### src/rtl/pipe_ctrl_if.sv
// Decode inputs, hazard/flag inputs and staged control outputs of pipe_control_unit.
// master drives the decode stage and hazard controls; slave is the control unit.
interface pipe_ctrl_if #(
  parameter int unsigned CNT_W  = 8,
  parameter int unsigned ALUC_W = 4
);
  logic [6:0]        opcodeD;
  logic [2:0]        funct3D;
  logic [6:0]        funct7D;
  logic              StallE;
  logic              FlushE;
  logic              ZeroE;
  logic              LtE;
  logic              LtuE;
  logic [2:0]        ImmSrcD;
  logic              ALUSrcE;
  logic [ALUC_W-1:0] ALUControlE;
  logic              PCSrcE;
  logic [1:0]        ResultSrcE;
  logic              MemWriteM;
  logic [1:0]        MemStrobeM;
  logic              RegWriteW;
  logic [1:0]        ResultSrcW;
  logic              IllegalW;
  logic [CNT_W-1:0]  IllegalCnt;

  modport master (
    output opcodeD, funct3D, funct7D, StallE, FlushE, ZeroE, LtE, LtuE,
    input  ImmSrcD, ALUSrcE, ALUControlE, PCSrcE, ResultSrcE, MemWriteM, MemStrobeM,
    input  RegWriteW, ResultSrcW, IllegalW, IllegalCnt
  );

  modport slave (
    input  opcodeD, funct3D, funct7D, StallE, FlushE, ZeroE, LtE, LtuE,
    output ImmSrcD, ALUSrcE, ALUControlE, PCSrcE, ResultSrcE, MemWriteM, MemStrobeM,
    output RegWriteW, ResultSrcW, IllegalW, IllegalCnt
  );
endinterface

### src/rtl/pipe_control_unit.sv
// RV32I pipelined control: combinational decode in D, registered control through E, M and W.
// Define RV32_ZMMUL_EN to decode mul/mulh/mulhsu/mulhu; otherwise funct7=0000001 is illegal.
module pipe_control_unit #(
  parameter int unsigned CNT_W  = 8,
  parameter int unsigned ALUC_W = 4
) (
  input logic          clk,
  input logic          rst,
  pipe_ctrl_if.slave   bus_io
);

  localparam logic [6:0] OpLoad   = 7'b0000011;
  localparam logic [6:0] OpStore  = 7'b0100011;
  localparam logic [6:0] OpReg    = 7'b0110011;
  localparam logic [6:0] OpImm    = 7'b0010011;
  localparam logic [6:0] OpBranch = 7'b1100011;
  localparam logic [6:0] OpJal    = 7'b1101111;
  localparam logic [6:0] OpJalr   = 7'b1100111;
  localparam logic [6:0] OpLui    = 7'b0110111;
  localparam logic [6:0] OpAuipc  = 7'b0010111;

  localparam logic [3:0] AluAdd  = 4'b0000;
  localparam logic [3:0] AluSub  = 4'b0001;
  localparam logic [3:0] AluSra  = 4'b1001;

  localparam logic [2:0] ImmFmtI = 3'b000;
  localparam logic [2:0] ImmFmtS = 3'b001;
  localparam logic [2:0] ImmFmtB = 3'b010;
  localparam logic [2:0] ImmFmtJ = 3'b011;
  localparam logic [2:0] ImmFmtU = 3'b100;

  typedef struct packed {
    logic       reg_write;
    logic [1:0] result_src;
    logic       mem_write;
    logic [1:0] mem_strobe;
    logic       jump;
    logic       branch;
    logic [3:0] alu_ctrl;
    logic       alu_src;
    logic [2:0] funct3;
    logic       illegal;
  } ctrl_e_t;

  typedef struct packed {
    logic       reg_write;
    logic [1:0] result_src;
    logic       mem_write;
    logic [1:0] mem_strobe;
    logic       illegal;
  } ctrl_m_t;

  typedef struct packed {
    logic       reg_write;
    logic [1:0] result_src;
    logic       illegal;
  } ctrl_w_t;

  function automatic logic [3:0] alu_base(input logic [2:0] f3);
    logic [3:0] op;
    unique case (f3)
      3'b000:  op = 4'b0000;
      3'b001:  op = 4'b0111;
      3'b010:  op = 4'b0101;
      3'b011:  op = 4'b0110;
      3'b100:  op = 4'b0100;
      3'b101:  op = 4'b1000;
      3'b110:  op = 4'b0011;
      default: op = 4'b0010;
    endcase
    return op;
  endfunction

  ctrl_e_t          dec, dec_d, e_q, e_d;
  ctrl_m_t          m_q, m_d;
  ctrl_w_t          w_q, w_d;
  logic [CNT_W-1:0] cnt_q, cnt_d;
  logic             illegal;
  logic [2:0]       imm_src;
  logic             taken;

  always_comb begin
    dec        = '0;
    illegal    = 1'b0;
    imm_src    = ImmFmtI;
    dec.funct3 = bus_io.funct3D;
    case (bus_io.opcodeD)
      OpLoad: begin
        dec.reg_write  = 1'b1;
        dec.result_src = 2'b01;
        dec.alu_src    = 1'b1;
        dec.alu_ctrl   = AluAdd;
        dec.mem_strobe = bus_io.funct3D[1:0];
        illegal        = (bus_io.funct3D[1:0] == 2'b11);
      end
      OpStore: begin
        dec.mem_write  = 1'b1;
        dec.alu_src    = 1'b1;
        dec.alu_ctrl   = AluAdd;
        dec.mem_strobe = bus_io.funct3D[1:0];
        imm_src        = ImmFmtS;
        illegal        = (bus_io.funct3D[1:0] == 2'b11);
      end
      OpReg: begin
        dec.reg_write = 1'b1;
        case (bus_io.funct7D)
          7'b0000000: dec.alu_ctrl = alu_base(bus_io.funct3D);
          7'b0100000: begin
            if (bus_io.funct3D == 3'b000)      dec.alu_ctrl = AluSub;
            else if (bus_io.funct3D == 3'b101) dec.alu_ctrl = AluSra;
            else                               illegal = 1'b1;
          end
`ifdef RV32_ZMMUL_EN
          // mul, mulh, mulhsu, mulhu occupy 1010..1101 in funct3 order
          7'b0000001: begin
            dec.alu_ctrl = 4'b1010 + {2'b00, bus_io.funct3D[1:0]};
            illegal      = bus_io.funct3D[2];
          end
`endif
          default: illegal = 1'b1;
        endcase
      end
      OpImm: begin
        dec.reg_write = 1'b1;
        dec.alu_src   = 1'b1;
        dec.alu_ctrl  = alu_base(bus_io.funct3D);
        if (bus_io.funct3D == 3'b101 && bus_io.funct7D[5]) dec.alu_ctrl = AluSra;
      end
      OpBranch: begin
        dec.branch   = 1'b1;
        dec.alu_ctrl = AluSub;
        imm_src      = ImmFmtB;
        illegal      = (bus_io.funct3D[2:1] == 2'b01);
      end
      OpJal: begin
        dec.jump       = 1'b1;
        dec.reg_write  = 1'b1;
        dec.result_src = 2'b10;
        imm_src        = ImmFmtJ;
      end
      OpJalr: begin
        dec.jump       = 1'b1;
        dec.reg_write  = 1'b1;
        dec.result_src = 2'b10;
        dec.alu_src    = 1'b1;
        dec.alu_ctrl   = AluAdd;
      end
      OpLui: begin
        dec.reg_write  = 1'b1;
        dec.result_src = 2'b11;
        imm_src        = ImmFmtU;
      end
      OpAuipc: begin
        dec.reg_write = 1'b1;
        dec.alu_src   = 1'b1;
        dec.alu_ctrl  = AluAdd;
        imm_src       = ImmFmtU;
      end
      default: illegal = 1'b1;
    endcase
  end

  // An illegal instruction travels as a bubble that carries only the illegal flag.
  always_comb begin
    dec_d = dec;
    if (illegal) begin
      dec_d         = '0;
      dec_d.illegal = 1'b1;
    end
  end

  always_comb begin
    e_d = dec_d;
    m_d = '{reg_write: e_q.reg_write, result_src: e_q.result_src, mem_write: e_q.mem_write,
            mem_strobe: e_q.mem_strobe, illegal: e_q.illegal};
    w_d = '{reg_write: m_q.reg_write, result_src: m_q.result_src, illegal: m_q.illegal};
    if (bus_io.FlushE) begin
      e_d = '0;
    end else if (bus_io.StallE) begin
      e_d = e_q;
      m_d = '0;
    end
    cnt_d = cnt_q;
    if (w_q.illegal && (cnt_q != '1)) cnt_d = cnt_q + CNT_W'(1);
  end

  always_ff @(posedge clk or posedge rst) begin
    if (rst) begin
      e_q   <= '0;
      m_q   <= '0;
      w_q   <= '0;
      cnt_q <= '0;
    end else begin
      e_q   <= e_d;
      m_q   <= m_d;
      w_q   <= w_d;
      cnt_q <= cnt_d;
    end
  end

  always_comb begin
    case (e_q.funct3)
      3'b000:  taken = bus_io.ZeroE;
      3'b001:  taken = !bus_io.ZeroE;
      3'b100:  taken = bus_io.LtE;
      3'b101:  taken = !bus_io.LtE;
      3'b110:  taken = bus_io.LtuE;
      3'b111:  taken = !bus_io.LtuE;
      default: taken = 1'b0;
    endcase
  end

  assign bus_io.ImmSrcD     = imm_src;
  assign bus_io.ALUSrcE     = e_q.alu_src;
  assign bus_io.ALUControlE = ALUC_W'(e_q.alu_ctrl);
  assign bus_io.PCSrcE      = e_q.jump | (e_q.branch & taken);
  assign bus_io.ResultSrcE  = e_q.result_src;
  assign bus_io.MemWriteM   = m_q.mem_write;
  assign bus_io.MemStrobeM  = m_q.mem_strobe;
  assign bus_io.RegWriteW   = w_q.reg_write;
  assign bus_io.ResultSrcW  = w_q.result_src;
  assign bus_io.IllegalW    = w_q.illegal;
  assign bus_io.IllegalCnt  = cnt_q;

endmodule

### src/flat_wrapper.sv
// flat-port wrapper written by rule: the top's interface ports become plain ports
module pipe_control_unit_flat 
#(
  parameter int unsigned CNT_W  = 8,
  parameter int unsigned ALUC_W = 4
)
  (clk, rst, bus_io_opcodeD, bus_io_funct3D, bus_io_funct7D, bus_io_StallE, bus_io_FlushE, bus_io_ZeroE, bus_io_LtE, bus_io_LtuE, bus_io_ImmSrcD, bus_io_ALUSrcE, bus_io_ALUControlE, bus_io_PCSrcE, bus_io_ResultSrcE, bus_io_MemWriteM, bus_io_MemStrobeM, bus_io_RegWriteW, bus_io_ResultSrcW, bus_io_IllegalW, bus_io_IllegalCnt);
  pipe_ctrl_if #(.CNT_W(CNT_W), .ALUC_W(ALUC_W)) bus_io_i ();
  input logic clk;
  input logic rst;
  input wire logic [$bits(bus_io_i.opcodeD)-1:0] bus_io_opcodeD;
  input wire logic [$bits(bus_io_i.funct3D)-1:0] bus_io_funct3D;
  input wire logic [$bits(bus_io_i.funct7D)-1:0] bus_io_funct7D;
  input wire logic [$bits(bus_io_i.StallE)-1:0] bus_io_StallE;
  input wire logic [$bits(bus_io_i.FlushE)-1:0] bus_io_FlushE;
  input wire logic [$bits(bus_io_i.ZeroE)-1:0] bus_io_ZeroE;
  input wire logic [$bits(bus_io_i.LtE)-1:0] bus_io_LtE;
  input wire logic [$bits(bus_io_i.LtuE)-1:0] bus_io_LtuE;
  output wire logic [$bits(bus_io_i.ImmSrcD)-1:0] bus_io_ImmSrcD;
  output wire logic [$bits(bus_io_i.ALUSrcE)-1:0] bus_io_ALUSrcE;
  output wire logic [$bits(bus_io_i.ALUControlE)-1:0] bus_io_ALUControlE;
  output wire logic [$bits(bus_io_i.PCSrcE)-1:0] bus_io_PCSrcE;
  output wire logic [$bits(bus_io_i.ResultSrcE)-1:0] bus_io_ResultSrcE;
  output wire logic [$bits(bus_io_i.MemWriteM)-1:0] bus_io_MemWriteM;
  output wire logic [$bits(bus_io_i.MemStrobeM)-1:0] bus_io_MemStrobeM;
  output wire logic [$bits(bus_io_i.RegWriteW)-1:0] bus_io_RegWriteW;
  output wire logic [$bits(bus_io_i.ResultSrcW)-1:0] bus_io_ResultSrcW;
  output wire logic [$bits(bus_io_i.IllegalW)-1:0] bus_io_IllegalW;
  output wire logic [$bits(bus_io_i.IllegalCnt)-1:0] bus_io_IllegalCnt;
  assign bus_io_i.opcodeD = bus_io_opcodeD;
  assign bus_io_i.funct3D = bus_io_funct3D;
  assign bus_io_i.funct7D = bus_io_funct7D;
  assign bus_io_i.StallE = bus_io_StallE;
  assign bus_io_i.FlushE = bus_io_FlushE;
  assign bus_io_i.ZeroE = bus_io_ZeroE;
  assign bus_io_i.LtE = bus_io_LtE;
  assign bus_io_i.LtuE = bus_io_LtuE;
  assign bus_io_ImmSrcD = bus_io_i.ImmSrcD;
  assign bus_io_ALUSrcE = bus_io_i.ALUSrcE;
  assign bus_io_ALUControlE = bus_io_i.ALUControlE;
  assign bus_io_PCSrcE = bus_io_i.PCSrcE;
  assign bus_io_ResultSrcE = bus_io_i.ResultSrcE;
  assign bus_io_MemWriteM = bus_io_i.MemWriteM;
  assign bus_io_MemStrobeM = bus_io_i.MemStrobeM;
  assign bus_io_RegWriteW = bus_io_i.RegWriteW;
  assign bus_io_ResultSrcW = bus_io_i.ResultSrcW;
  assign bus_io_IllegalW = bus_io_i.IllegalW;
  assign bus_io_IllegalCnt = bus_io_i.IllegalCnt;
  pipe_control_unit #(.CNT_W(CNT_W), .ALUC_W(ALUC_W)) u_core (.clk(clk), .rst(rst), .bus_io(bus_io_i));
endmodule
### config.mk
export PLATFORM = sky130hd
export DESIGN_NAME = pipe_control_unit_flat
export DESIGN_NICKNAME = d
export VERILOG_FILES = /design/src/rtl/pipe_ctrl_if.sv /design/src/rtl/pipe_control_unit.sv /design/src/flat_wrapper.sv
export SDC_FILE = /design/constraint.sdc
export NUM_CORES = 1
export LEC_CHECK = 0
export CELL_PAD_IN_SITES_DETAIL_PLACEMENT = 1
export CELL_PAD_IN_SITES_GLOBAL_PLACEMENT = 1
export CORE_MARGIN = 2
export CORE_UTILIZATION = 39
export CTS_CLUSTER_SIZE = 10
export DETAILED_ROUTE_END_ITERATION = 7
export PLACE_DENSITY_LB_ADDON = 0.1
export SYNTH_ARGS = -nofsm -noshare
export SYNTH_HDL_FRONTEND = slang
export SYNTH_SLANG_ARGS = --single-unit
### constraint.sdc
create_clock -name clk -period 2.7 [get_ports clk]
set_clock_uncertainty 0.2 [all_clocks]
set_input_delay 0.54 -clock clk [delete_from_list [all_inputs] [get_ports clk]]
set_output_delay 0.54 -clock clk [all_outputs]
set_load 0.1 [all_outputs]
==> impl_metrics.json, run 1 <==
{
  "die_area_um2": 5320,
  "synth_top_area_share": 0.486,
  "grt_max_degree": 37,
  "syn_inst": 174,
  "switchingPower_w": 0.000660,
  "io_pins": 50,
  "leakage_nw": 1.20,
  "pwr-share-clk": 0.275,
  "cts.path.max_buffers": 2,
  "switching_share": 0.396,
  "hold_viol": 0,
  "seqPwrFrac": 0.386,
  "die_h_um": 72.9,
  "core_um2": 4660,
  "antenna_found_initial": 0,
  "r2r_setup_slack_ns": 0.85,
  "drtPass1Iterations": 4,
  "yosysWarnings": 0,
  "synth_area_per_cell_um2": 10.6,
  "grt_pass1_vias": 1612,
  "arrival_ns": 1.91,
  "drive_above_1_share": 0.264,
  "p_int_w": 0.00101,
  "drt-wirelength-per-cell_um": 15.4,
  "gp_congestion": 0.846,
  "r2r_cells": 6,
  "crit_type": "primary input to output pin",
  "r2r-start": "u_core.bus_io.IllegalCnt[0]",
  "ir_drop_uv": 558,
  "path_clk_slew_ns": 0.07,
  "io_buffers": 49,
  "critPathMaxFanout": 4,
  "final_cell_mix": "buf_4 (36), dfrtp_1 (36), clkdlybuf4s50_1 (21)",
  "hold_start": "u_core.m_q[6]",
  "setup_violations": 0,
  "fin_crit_ns": 2.65,
  "n_antenna_cell": 0,
  "cts_tree": "built",
  "final_nets": 255,
  "rsz0062_at_grt": "false",
  "max_cap_violations": 0,
  "period_share": 0.983,
  "ys_top_cells_by_area": "dfrtp_1 (49%), buf_4 (3.6%), nand2_1 (3.4%)",
  "hold_path_end": "u_core.bus_io.RegWriteW",
  "seq_area_um2": 901,
  "power.density_nw_per_um2": 658,
  "hold_buffers": 0,
  "dp_hpwl_um": 3540,
  "synth_fp_nets": 199,
  "pwr-share-comb": 0.338,
  "yosysSeqAreaShare": 0.486,
  "fin_cells": 285,
  "synth.distinct_cells": 49,
  "drt-initial-drc-count": 51,
  "multi_input_area_um2": 848,
  "cts_made_buffers": 5,
  "final_max_slew_viol_count": 0,
  "cts-root-buf": "clkbuf_8",
  "holdPathStages": 0,
  "overflow": 0,
  "tightest_slew_ns": 0.449,
  "grt_usage": 0.182,
  "dp_cells": 277,
  "endpoint_kind": "output pin",
  "ant_nets": 0,
  "synth_top_area_cell": "dfrtp_1",
  "via_per_inst": 5.26,
  "totalWireLength_um": 4400,
  "rows": 25,
  "cts_setup_buffers": 0,
  "r2r_end": "u_core.bus_io.IllegalCnt[5]",
  "fillers": 527,
  "clk_latency_ns": 0.29,
  "status": "complete, no violations",
  "synthesis.area_um2": 1850,
  "htreeDepth": 2,
  "finalSetupTns_ns": 0,
  "async_flop_share": 1.00,
  "cts.sinks": 36,
  "drcViolationCount": 0,
  "ys_ff_latch": 36,
  "ys.flop_type": "dfrtp_1",
  "maxSlewHeadroom": 0.701,
  "initial_core_util": 0.397,
  "required_ns": 1.96,
  "max_freq_mhz": 377,
  "die_w_um": 72.9,
  "synthToLayoutAreaGrowth_pct": 36.8,
  "grt_first_pass_wirelength_um": 7470,
  "synth_edf_count": 0,
  "crit_path_start_kind": "primary input",
  "via_count": 1500,
  "hold_class": "register to register"
}
## synth_stat cells, types with 2 or more instances
cell type,count
dfrtp_1,36
nand2_1,17
buf_4,9
nor2_1,9
nor2b_1,9
a22o_1,7
o21ai_0,7
inv_1,6
a21oi_1,5
nand3_1,5
xnor2_1,5
a32o_1,4
nand4_1,4
xor2_1,4
and2b_1,3
and3_1,3
a21o_1,2
a311oi_1,2
buf_2,2
clkbuf_1,2
mux2_2,2
nor3_1,2
o21ai_1,2
o31ai_1,2
## what timing repair did
action,4_1_cts,5_1_grt
pin swaps,0,1
endpoints found under the setup margin,1,1
gates resized for setup,1,3
## logic make-up after synthesis
family | after synthesis | share of synthesized area
compound gates | 40 | 0.172
xor+xnor | 9 | 0.0426
fa+ha+maj | 1 | 0.00676
buf+inv | 20 | 0.0642
flops | 36 | 0.486
mux | 3 | 0.0176
simple gates | 65 | 0.210
## worst max-delay path by stage
stage / from / end / depth (start not counted)
2_1_floorplan: bus_io_opcodeD[6] / bus_io_ImmSrcD[0] / 3
3_3_place_gp: bus_io_opcodeD[5] / u_core.bus_io.ALUSrcE / 7
3_5_place_dp: bus_io_opcodeD[4] / bus_io_ImmSrcD[1] / 6
4_1_cts: bus_io_opcodeD[4] / bus_io_ImmSrcD[1] / 6
5_1_grt: bus_io_LtE / bus_io_PCSrcE / 6
6_report: bus_io_opcodeD[2] / bus_io_ImmSrcD[0] / 4
## power groups by stage
| stage | registers, W | clock network [W] | logic [W] |
|---|---|---|---|
| after floorplan | 0.000932 | 0 | 0.000124 |
| after global placement | 0.000646 | 0 | 0.000560 |
| after detailed placement | 0.000653 | 0 | 0.000567 |
| after CTS | 0.000643 | 0.000473 | 0.000569 |
| after global routing | 0.000651 | 0.000500 | 0.000591 |
| final | 0.000643 | 0.000459 | 0.000564 |
## flip-flops by register name (all words and copies together), names as in the netlist
register and cells:
u_core.bus_io.ALUSrcE 1, u_core.e_q 10, u_core.bus_io.IllegalW 1, u_core.bus_io.IllegalCnt 8, u_core.bus_io.ALUControlE 4, u_core.bus_io.ResultSrcW 2
u_core.bus_io.MemWriteM 1, u_core.bus_io.MemStrobeM 2, u_core.bus_io.RegWriteW 1, u_core.bus_io.ResultSrcE 2, u_core.m_q 4
## layout make-up
type,count,area share
Tap cell,54,0.0267
Multi-Input combinational cell,118,0.335
Clock inverter,2,0.0138
Clock buffer,6,0.0287
Inverter,6,0.00889
Sequential cell,36,0.356
Timing Repair Buffer,63,0.231
## stage by stage
stage / utilization / hold slack [ns] / instance area (µm²) / setup WS (ns) / power [W]
after floorplan: - / 0.131 / 1860 / 0.0159 / 0.00106
after global placement: 0.518 / 0.133 / 2420 / 0.0726 / 0.00121
after detailed placement: 0.518 / 0.137 / 2420 / 0.00869 / 0.00122
after CTS: 0.542 / 0.153 / 2520 / 0.0156 / 0.00169
after global routing: 0.543 / 0.161 / 2530 / 0.00282 / 0.00174
final: 0.543 / 0.150 / 2530 / 0.0463 / 0.00167
## metal layers
metal | wire length, µm | global-route usage
met1 | 1870 | 0.216
met2 | 2230 | 0.328
met3 | 207 | 0.0373
met4 | 85 | 0.0597
met5 | 0 | 0
## worst max-delay path, stage by stage
cell and delay [ns]:
clkdlybuf4s50_1 0.46, or3_1 0.41, a211oi_4 0.29, buf_12 0.21
(Power assumes the default switching activity.)
==> inputs of run 2 (changes only) <==
- CORE_UTILIZATION: 39 -> 33
- GPL_TIMING_DRIVEN: not set -> 0
- clock period: 2.7 -> 2.4 ns (I/O delays scaled with it)
==> run 2 against run 1 <==
  * Setup slack better by 0.0051 ns
  * Total power is 11% higher
  * Non-clock buffer count is 3 higher
  * Global-route usage is 2.4 points lower
  * Sequential share of layout area is 0.99 points lower
  * Clock power is 14% higher
  * Critical path depth is 2 higher
  * Flip-flop and latch count stayed put
==> impl_metrics.json, run 2 (synthesis results as in run 1) <==
{
  "dp_hpwl_um": 3360,
  "drcViolationCount": 0,
  "grt_first_pass_wirelength_um": 7650,
  "final_common_cell": "dfrtp_1",
  "crit_slowest_cell": "dlygate4sd2_1",
  "r2r_end": "u_core.bus_io.IllegalCnt[5]",
  "hold_path_end": "u_core.bus_io.ResultSrcW[1]",
  "critPathMaxFanout": 7,
  "place_ws_ns": -1.29,
  "antenna_found_initial": 0,
  "grt_pass1_vias": 1619,
  "io_pins": 50,
  "clk_latency_ns": 0.28,
  "io_buffers": 46,
  "r2r_setup_slack_ns": 0.60,
  "cts.sinks": 36,
  "power_w": 0.00185,
  "layout_setup_ws_ns": 0.0514,
  "setup_violations": 0,
  "hold_buffers": 0,
  "leakage_nw": 1.26,
  "via_per_inst": 4.98,
  "crit_type": "primary input to output pin",
  "fillers": 626,
  "largest-register": "u_core.e_q",
  "arrival_ns": 1.67,
  "final_nets": 258,
  "totalWireLength_um": 4490,
  "ir_drop_uv": 653,
  "multi_input_area_um2": 875,
  "htreeDepth": 2,
  "die_h_um": 78.9,
  "hold_class": "register to register",
  "crit_path_start_kind": "primary input",
  "fin_crit_ns": 2.35,
  "power.density_nw_per_um2": 712,
  "ant_nets": 0,
  "tightest_slew_ns": 0.961,
  "r2r-start": "u_core.bus_io.IllegalCnt[0]",
  "grt_max_degree": 37,
  "hold_start": "u_core.m_q[5]",
  "n_antenna_cell": 0,
  "via_count": 1524,
  "period_share": 0.979,
  "rows": 27,
  "required_ns": 1.72,
  "cts_tree": "built",
  "cts_made_buffers": 5,
  "max_cap_violations": 0,
  "r2r_cells": 6,
  "final_max_slew_viol_count": 0,
  "hold_viol": 0,
  "die_w_um": 78.9,
  "endpoint_kind": "output pin",
  "die_area_um2": 6230,
  "seq_area_um2": 901,
  "cts-root-buf": "clkbuf_8",
  "cp_cell_sequence": "dlygate4sd2_1, and2b_1, nand3_2, nor2_4, a21o_1, buf_12",
  "gp_congestion": 0.762,
  "holdPathStages": 0,
  "cts.path.max_buffers": 2,
  "max_stage_delay_ns": 0.29,
  "grt_usage": 0.158,
  "initial_core_util": 0.338,
  "overflow": 0,
  "synthToLayoutAreaGrowth_pct": 40.7,
  "path_clk_slew_ns": 0.07,
  "drt-wirelength-per-cell_um": 14.7,
  "maxSlewHeadroom": 0.362,
  "drive_above_1_share": 0.218,
  "core_um2": 5470,
  "max_freq_mhz": 426,
  "drtPass1Iterations": 4,
  "largest_register_ffs": 10,
  "final_cell_mix": "dfrtp_1 (36), dlygate4sd2_1 (30), nand2_1 (16)",
  "drt-initial-drc-count": 46,
  "status": "complete, no violations"
}
==> run 2: cell type report <==
cell class	count	area share
flip-flops and latches	36	0.346
multi-input cells	118	0.336
repair buffers	52	0.193
plain buffers	14	0.0394
well taps	72	0.0346
clock buffers	5	0.0264
clock inverters	3	0.0163
inverters	6	0.00865
==> run 2: how the worst max path moves through the flow <==
stage / startpoint / endpoint / depth (start not counted)
global route: bus_io_opcodeD[4] / bus_io_ImmSrcD[1] / 6
floorplan: bus_io_opcodeD[6] / bus_io_ImmSrcD[0] / 3
finish: bus_io_opcodeD[4] / bus_io_ImmSrcD[1] / 6
detailed placement: bus_io_opcodeD[5] / bus_io_ImmSrcD[1] / 6
global placement: bus_io_opcodeD[5] / bus_io_ImmSrcD[1] / 6
CTS: bus_io_opcodeD[5] / bus_io_ImmSrcD[1] / 6
==> run 2: per-layer routing <==
| layer | routed length [µm] | track usage |
|---|---|---|
| met2 | 2340 | 0.291 |
| met1 | 1930 | 0.185 |
| met5 | 0 | 0 |
| met3 | 168 | 0.0307 |
| met4 | 63 | 0.0517 |
==> run 2: stage by stage <==
| stage | hold slack (ns) | area [µm²] | utilization | TNS [ns] | instances |
|---|---|---|---|---|---|
| final | 0.149 | 2610 | 0.476 | 0 | 306 |
| after global routing | 0.164 | 2610 | 0.476 | -0.0116 | 306 |
| after CTS | 0.154 | 2590 | 0.473 | 0 | 304 |
| after detailed placement | 0.136 | 2420 | 0.443 | -8.83 | 292 |
| after global placement | 0.132 | 2420 | 0.443 | -7.98 | 292 |
| after floorplan | 0.131 | 1870 | - | -0.129 | 174 |
==> run 2: worst max-delay path, delay by kind of cell <==
family / cells / cell delay, ns
buffers and inverters: 2 / 0.47
AOI/OAI and AO/OA: 1 / 0.17
and+or+nand+nor: 3 / 0.55
==> run 2: repair_timing <==
item                       4_1_cts  5_1_grt
pin swaps                        5        4
setup endpoints to repair       34        3
resized for setup               77        2
buffers inserted                 4        2
==> run 2: where the power goes <==
part,switching (W),total (W),leakage [nW],internal (W)
sequential,0.0000650,0.000720,0.491,0.000655
combinational,0.000470,0.000613,0.719,0.000143
clock,0.000215,0.000522,0.0541,0.000307
